--- src/rtl/alu_mc.sv ---
// Multi-cycle ALU: single-cycle arithmetic/logic/shift ops plus iterative unsigned MULTU/DIVU.
// Define ALU_MULDIV_EN to build the multiply/divide datapath; otherwise MULTU/DIVU act as reserved ops.
module alu_mc #(
  parameter int WIDTH = 32,
  parameter int SHW   = $clog2(WIDTH)
) (
  input  logic             clk,
  input  logic             rst,
  input  logic             start,
  input  logic [WIDTH-1:0] A,
  input  logic [WIDTH-1:0] B,
  input  logic [3:0]       ALUOp,
  output logic             busy,
  output logic             done,
  output logic [WIDTH-1:0] C,
  output logic [WIDTH-1:0] CHi,
  output logic             Zero
);

  localparam logic [3:0] OP_ADDU  = 4'b0000;
  localparam logic [3:0] OP_SUBU  = 4'b0001;
  localparam logic [3:0] OP_OR    = 4'b0010;
  localparam logic [3:0] OP_AND   = 4'b0011;
  localparam logic [3:0] OP_XOR   = 4'b0100;
  localparam logic [3:0] OP_NOR   = 4'b0101;
  localparam logic [3:0] OP_SLT   = 4'b0110;
  localparam logic [3:0] OP_SLTU  = 4'b0111;
  localparam logic [3:0] OP_SLL   = 4'b1000;
  localparam logic [3:0] OP_SRL   = 4'b1001;
  localparam logic [3:0] OP_SRA   = 4'b1010;
  localparam logic [3:0] OP_MULTU = 4'b1011;
  localparam logic [3:0] OP_DIVU  = 4'b1100;

  typedef enum logic {IDLE, BUSY} state_t;

  state_t           state, state_n;
  logic [WIDTH-1:0] res;
  logic             res_ok;
  logic             load_alu;
  logic             finish;

  always_comb begin
    res    = '0;
    res_ok = 1'b1;
    case (ALUOp)
      OP_ADDU: res = A + B;
      OP_SUBU: res = A - B;
      OP_OR:   res = A | B;
      OP_AND:  res = A & B;
      OP_XOR:  res = A ^ B;
      OP_NOR:  res = ~(A | B);
      OP_SLT:  res = {{(WIDTH-1){1'b0}}, ($signed(A) < $signed(B))};
      OP_SLTU: res = {{(WIDTH-1){1'b0}}, (A < B)};
      OP_SLL:  res = A << B[SHW-1:0];
      OP_SRL:  res = A >> B[SHW-1:0];
      OP_SRA:  res = $signed(A) >>> B[SHW-1:0];
      default: res_ok = 1'b0;
    endcase
  end

`ifdef ALU_MULDIV_EN
  localparam int CW = $clog2(WIDTH);

  logic [CW-1:0]    cnt;
  logic             is_div;
  logic [WIDTH-1:0] hi_q, lo_q, dvs_q;
  logic [WIDTH-1:0] hi_n, lo_n;
  logic [WIDTH:0]   sum, trial;
  logic             launch;

  // hi_q/lo_q hold {partial product, multiplier} or {remainder, dividend/quotient}.
  // A zero divisor never makes trial negative, so the quotient fills with ones and the remainder ends as A.
  always_comb begin
    sum   = {1'b0, hi_q} + (lo_q[0] ? {1'b0, dvs_q} : '0);
    trial = {hi_q, lo_q[WIDTH-1]} - {1'b0, dvs_q};
    if (is_div) begin
      if (!trial[WIDTH]) begin
        hi_n = trial[WIDTH-1:0];
        lo_n = {lo_q[WIDTH-2:0], 1'b1};
      end else begin
        hi_n = {hi_q[WIDTH-2:0], lo_q[WIDTH-1]};
        lo_n = {lo_q[WIDTH-2:0], 1'b0};
      end
    end else begin
      hi_n = sum[WIDTH:1];
      lo_n = {sum[0], lo_q[WIDTH-1:1]};
    end
  end

  always_comb begin
    state_n  = state;
    load_alu = 1'b0;
    launch   = 1'b0;
    finish   = 1'b0;
    case (state)
      IDLE: begin
        if (start) begin
          if (ALUOp == OP_MULTU || ALUOp == OP_DIVU) begin
            launch  = 1'b1;
            state_n = BUSY;
          end else begin
            load_alu = 1'b1;
          end
        end
      end
      BUSY: begin
        if (cnt == CW'(WIDTH-1)) begin
          finish  = 1'b1;
          state_n = IDLE;
        end
      end
      default: state_n = IDLE;
    endcase
  end

  always_ff @(posedge clk) begin
    if (rst) begin
      cnt    <= '0;
      is_div <= 1'b0;
      hi_q   <= '0;
      lo_q   <= '0;
      dvs_q  <= '0;
    end else if (launch) begin
      cnt    <= '0;
      is_div <= (ALUOp == OP_DIVU);
      hi_q   <= '0;
      lo_q   <= A;
      dvs_q  <= B;
    end else if (state == BUSY) begin
      cnt  <= cnt + 1'b1;
      hi_q <= hi_n;
      lo_q <= lo_n;
    end
  end
`else
  always_comb begin
    state_n  = IDLE;
    load_alu = (state == IDLE) && start;
    finish   = 1'b0;
  end
`endif

  always_ff @(posedge clk) begin
    if (rst) state <= IDLE;
    else     state <= state_n;
  end

  always_ff @(posedge clk) begin
    if (rst) begin
      C    <= '0;
      CHi  <= '0;
      Zero <= 1'b1;
      done <= 1'b0;
    end else begin
      done <= load_alu | finish;
      if (load_alu && res_ok) begin
        C    <= res;
        Zero <= (res == '0);
      end
`ifdef ALU_MULDIV_EN
      if (finish) begin
        C    <= lo_n;
        CHi  <= hi_n;
        Zero <= (lo_n == '0);
      end
`endif
    end
  end

  assign busy = (state == BUSY);

endmodule

--- config.mk ---
export PLATFORM = sky130hd
export DESIGN_NAME = alu_mc
export DESIGN_NICKNAME = d
export VERILOG_FILES = /design/src/rtl/alu_mc.sv
export SDC_FILE = /design/constraint.sdc
export NUM_CORES = 1
export LEC_CHECK = 0
export CORE_MARGIN = 4
export CORE_UTILIZATION = 43
export CTS_BUF_LIST = sky130_fd_sc_hd__clkbuf_16
export DETAILED_ROUTE_END_ITERATION = 8
export MAX_ROUTING_LAYER = met4
export PLACE_DENSITY = 0.67
export SLEW_MARGIN = 40
export SYNTH_ARGS = -nofsm -noshare
export SYNTH_HDL_FRONTEND = slang
export SYNTH_SLANG_ARGS = --single-unit
--- constraint.sdc ---
create_clock -name clk -period 4.2 [get_ports clk]
set_input_delay 0.42 -clock clk [delete_from_list [all_inputs] [get_ports clk]]
set_output_delay 0.42 -clock clk [all_outputs]
set_load 0.01 [all_outputs]
### Yosys cells after proc, flatten, opt, wreduce, memory -nomap -nowiden

Cells that the tools add are included.

* register bits: 34
* input bits: 71
* output and inout bits: 67

* add/sub/neg operators: 2
* order comparisons: 2
* eq/ne operators: 10
* shift-type cells: 3
* mux-type cells: 2
* bitwise gates (word level): 4
* reduce and logical (&&, ||, !) cells: 4

Operators with widths (number)
* $pmux 32 s11: 1
* $lt 32x32->1: 2
* $add 32x32->32: 1
* $and 32x32->32: 1
* $logic_not 32->1: 1
* $not 32->32: 1
* $or 32x32->32: 1
* $shl 32x5->32: 1
* $shr 32x5->32: 1
* $sshr 32x5->32: 1
* $sub 32x32->32: 1
* $xor 32x32->32: 1
* $eq 4x3->1 const B: 4
* $eq 4x4->1 const B: 3
* $reduce_or 11->1: 1
* $eq 4x2->1 const B: 2
* $eq 4x1->1 const B: 1
* $logic_not 4->1: 1
* $logic_and 1x1->1: 1
* $mux 1: 1

### Longest topological paths before layout

* depth in word-level cells: 4
* mapped depth: 17
* gate-level depth less buffers: 14

### Worst setup path before layout

No wires, ideal clock.

* kind: input-to-reg
* start point: input port B[2]
* end point: register Zero
* setup time: 0.069 ns
* arrival: 4.036 ns
* path slack: 0.095 ns
* stages: 17
* cell sequence: buf_4 -> buf_4 -> clkinv_1 -> clkbuf_1 -> clkbuf_1 -> ha_1 -> nor2_1 -> o311ai_0 -> a2111o_1 -> nor2b_1 -> a21oi_1 -> a211oi_1 -> a21oi_1 -> o221ai_1 -> a211oi_1 -> nand4_1 -> o21ai_1

* longest elaborated chain between the ends: 4
* elaborated cells on any way between the ends: 13
* classes of those cells: add/sub (2); order compare (2); shift (3); mux (1); bitwise (4); reduce/logical (1)

Ends and longest elaborated chain
* from (decl): line 11 `input logic [WIDTH-1:0] B,`
* branches (longest 2 deep; another with $sub 32x32->32)
* $pmux 32 s11 (*): line 45 `case (ALUOp)`
* $logic_not 32->1 (*): line 158 `Zero <= (res == '0);`
* to (signal assigned): line 158
* to (decl): line 17 `output logic Zero`

Every way passes the cells marked *.
A chain may end at the register's enable or synchronous reset.

### Final worst setup path

* start point: input port A[9]
* end point: register Zero

* longest elaborated chain between the ends: 4
* elaborated cells on any way between the ends: 13
* classes of those cells: add/sub (2); order compare (2); shift (3); mux (1); bitwise (4); reduce/logical (1)

Ends and longest elaborated chain
* from (decl): line 10 `input logic [WIDTH-1:0] A,`
* branches (longest 2 deep; another with $sub 32x32->32)
* $pmux 32 s11 (*): line 45
* $logic_not 32->1 (*): line 158

Marks and branches as above.

==> results_dict.tcl <==
set metrics [dict create \
    status "finished clean" \
    reg2reg_from "C[6]" \
    grt_pass1_vias 14200 \
    setup_violations 0 \
    intPower_uw 1560 \
    grt_pass1_wl_um 91200 \
    cts_made_buffers 5 \
    irDropWorstVdd_uv 160 \
    clock_latency_ns 0.28 \
    routed_via_density 6.70 \
    final_nets 2133 \
    yosys_warnings 0 \
    yosysTopAreaCell "ha_1" \
    dr.pass1.iters 9 \
    rows 59 \
    yosysSeqAreaShare_pct 5.90 \
    crit_path_end_kind "flip-flop" \
    switching_share_pct 46.1 \
    fin_worst_skew_ns 0 \
    ys_seq_elements 34 \
    numClockSinks 34 \
    ios 138 \
    slew_headroom_pct 44.9 \
    cts_tree "yes" \
    pwr-share-clk_pct 16.5 \
    hold_ws_ns 0.451 \
    period_needed_ns 4.16 \
    via_count 15400 \
    track_usage_pct 42.0 \
    path_clk_slew_ns 0.05 \
    synth.distinct_cells 83 \
    rrSetupSlack_ns 3.45 \
    finalPower_uw 2900 \
    chipHeight_um 172 \
    grt_max_degree 65 \
    arrival_ns 4.38 \
    max_cap_violations 0 \
    clock_path_buffers 2 \
    slowest_stage "clkdlybuf4s50_1" \
    gp_congestion 1.13 \
    seq_power_share_pct 12.6 \
    finalSetupTns_ns 0 \
    synth_edf_count 0 \
    powerDensity_mw_per_mm2 190 \
    r2r_cells 2 \
    final_common_cell "buf_4" \
    area.growth.synth_to_final_pct 32.2 \
    grt_overflow_total 0 \
    port_buffers 104 \
    grtUsageMet1_pct 54.9 \
    postCtsSetupBuffers 0 \
    final_cell_area_mm2 0.0153 \
    crit_type "primary input to flip-flop" \
    drt_iter0_markers 2357 \
    die-area_mm2 0.0295 \
    antenna_found_initial 2 \
    synth_area_mm2 0.0115 \
    worst_slew_pin_slew_ns 0.827 \
    utilization_pct 58.2 \
    synth_area_leaders "ha_1 (11%), mux4_2 (8.0%), mux2i_1 (6.2%)" \
    r2r-end "C[6]" \
    cts_max_level 2 \
    core_mm2 0.0262 \
    postSynthCellCount 1662 \
    synth.avg_cell_area_um2 6.94 \
    wire_per_inst_um 27.2 \
    hold_end "C[14]" \
    pwr-share-comb_pct 70.9 \
    antenna_left 0 \
    use_met3_pct 6.14 \
    dieWidth_um 172 \
    critPathLaunchType "primary input" \
    hold_path.class "flip-flop to flip-flop" \
    power.switching_uw 1330 \
    path_cells "clkdlybuf4s50_1, buf_4, mux4_2, nor2_1, a211oi_1, o32ai_2, nand3_1, nor4_1, nand4_1, nor4_2, nor4bb_2, buf_4, nand4_1, o21ai_1" \
    use_met2_pct 64.4 \
    layout-drive-gt1-share_pct 23.1 \
    fin_crit_sh_pct 99.1 \
    hpwl_um 50900 \
    critPathMaxFanout 5 \
    max_freq_mhz 240 \
    maxSlewViolCount 0 \
    hold_violations 0 \
    min_path_cells 2 \
    synthArstFlopShare_pct 0 \
    worstPathRequired_ns 4.42 \
    root_buffer "clkbuf_16" \
    critPathMaxStageDelay_ns 0.54 \
    start_util_pct 44.0 \
    synth.top_cell.area_share_pct 10.7 \
    final_cell_mix "buf_4 (323), nor2_1 (184), nand2_1 (157), a21oi_1 (111), o21ai_0 (101)" \
    drc 0 \
    synthFlopType "dfxtp_1" \
    hp-start "C[14]" \
    wl_um 62500 \
    placed_area_mm2 0.0150 \
    grt-busiest-layer "met2" \
    leakage_uw 0.00662 \
]
worst max-delay path by stage:
stage | start | to | depth (start not counted)
floorplan | B[2] | Zero | 17
global placement | A[11] | Zero | 16
detailed placement | A[0] | Zero | 16
CTS | A[9] | Zero | 14
global route | A[8] | Zero | 18
finish | A[9] | Zero | 14
synth_stat cells, types with 18 or more instances:
| library cell | n |
|---|---|
| nor2_1 | 185 |
| ha_1 | 99 |
| nor2b_1 | 18 |
| dfxtp_1 | 34 |
| o221ai_1 | 22 |
| clkbuf_1 | 109 |
| a31oi_1 | 26 |
| a22oi_1 | 18 |
| o21ai_0 | 103 |
| inv_1 | 98 |
| buf_2 | 21 |
| a221oi_1 | 26 |
| nand3_1 | 35 |
| a21oi_1 | 112 |
| o211ai_1 | 41 |
| nor3_1 | 41 |
| mux4_2 | 41 |
| mux2_2 | 24 |
| nand2_1 | 157 |
| buf_4 | 36 |
| a211oi_1 | 53 |
| mux2i_1 | 71 |
power groups by stage:
stage / Sequential [uW] / Clock, uW / Combinational, uW
final: 365 / 478 / 2050
after global routing: 367 / 488 / 2170
after CTS: 365 / 481 / 1970
after detailed placement: 372 / 0 / 1960
after global placement: 370 / 0 / 1950
after floorplan: 383 / 0 / 1040
flip-flops by register name, summed over array words and instances (netlist names):
signal and count:
C 32, Zero 1, done 1
final cells by class:
cell class / instances / area [um2]
Antenna cell: 2 / 5.00
Tap cell: 335 / 419
Multi-Input combinational cell: 1381 / 9880
Clock inverter: 3 / 68.8
Inverter: 101 / 379
Clock buffer: 5 / 125
Timing Repair Buffer: 438 / 3700
Sequential cell: 34 / 681
Fill cell: 2551 / 10900
critical path: cells and delay by family:
| family | cells | cell delay (ns) |
|---|---|---|
| and+or+nand+nor | 7 | 1.83 |
| buffers and inverters | 3 | 0.95 |
| AOI/OAI and AO/OA | 3 | 0.73 |
| muxes | 1 | 0.47 |
kinds of logic after synthesis:
family                     share of synthesized area [%]
AOI/OAI and AO/OA                                   31.4
DFF                                                 5.90
muxes                                               17.0
and+or+nand+nor                                     22.7
adders and majority gates                           11.1
other                                             0.0325
buffers and inverters                               10.5
xor gates and xnor gates                            1.37
per-stage QoR:
step	instances	setup WS [ns]
after global routing	2299	-0.00299
final	2299	0.0385
after CTS	2297	0.0662
after detailed placement	2289	-0.367
after floorplan	1694	0.0949
after global placement	2289	-0.375
metal layers:
metal / part of all wire (%) / up-vias
met2: 44 / 1095
met3: 11 / 228
met5: 0 / -
met1: 39 / 7326
met4: 6.4 / 0
li1: - / 6744
repair_timing:
action | 4_1_cts | 5_1_grt
resized for setup | 3 | 16
pin swaps | 0 | 2
hold buffers | 0 | 0
endpoints found under the setup margin | 1 | 3
cloned | 0 | 0
Power figures use the tool's default switching activity.
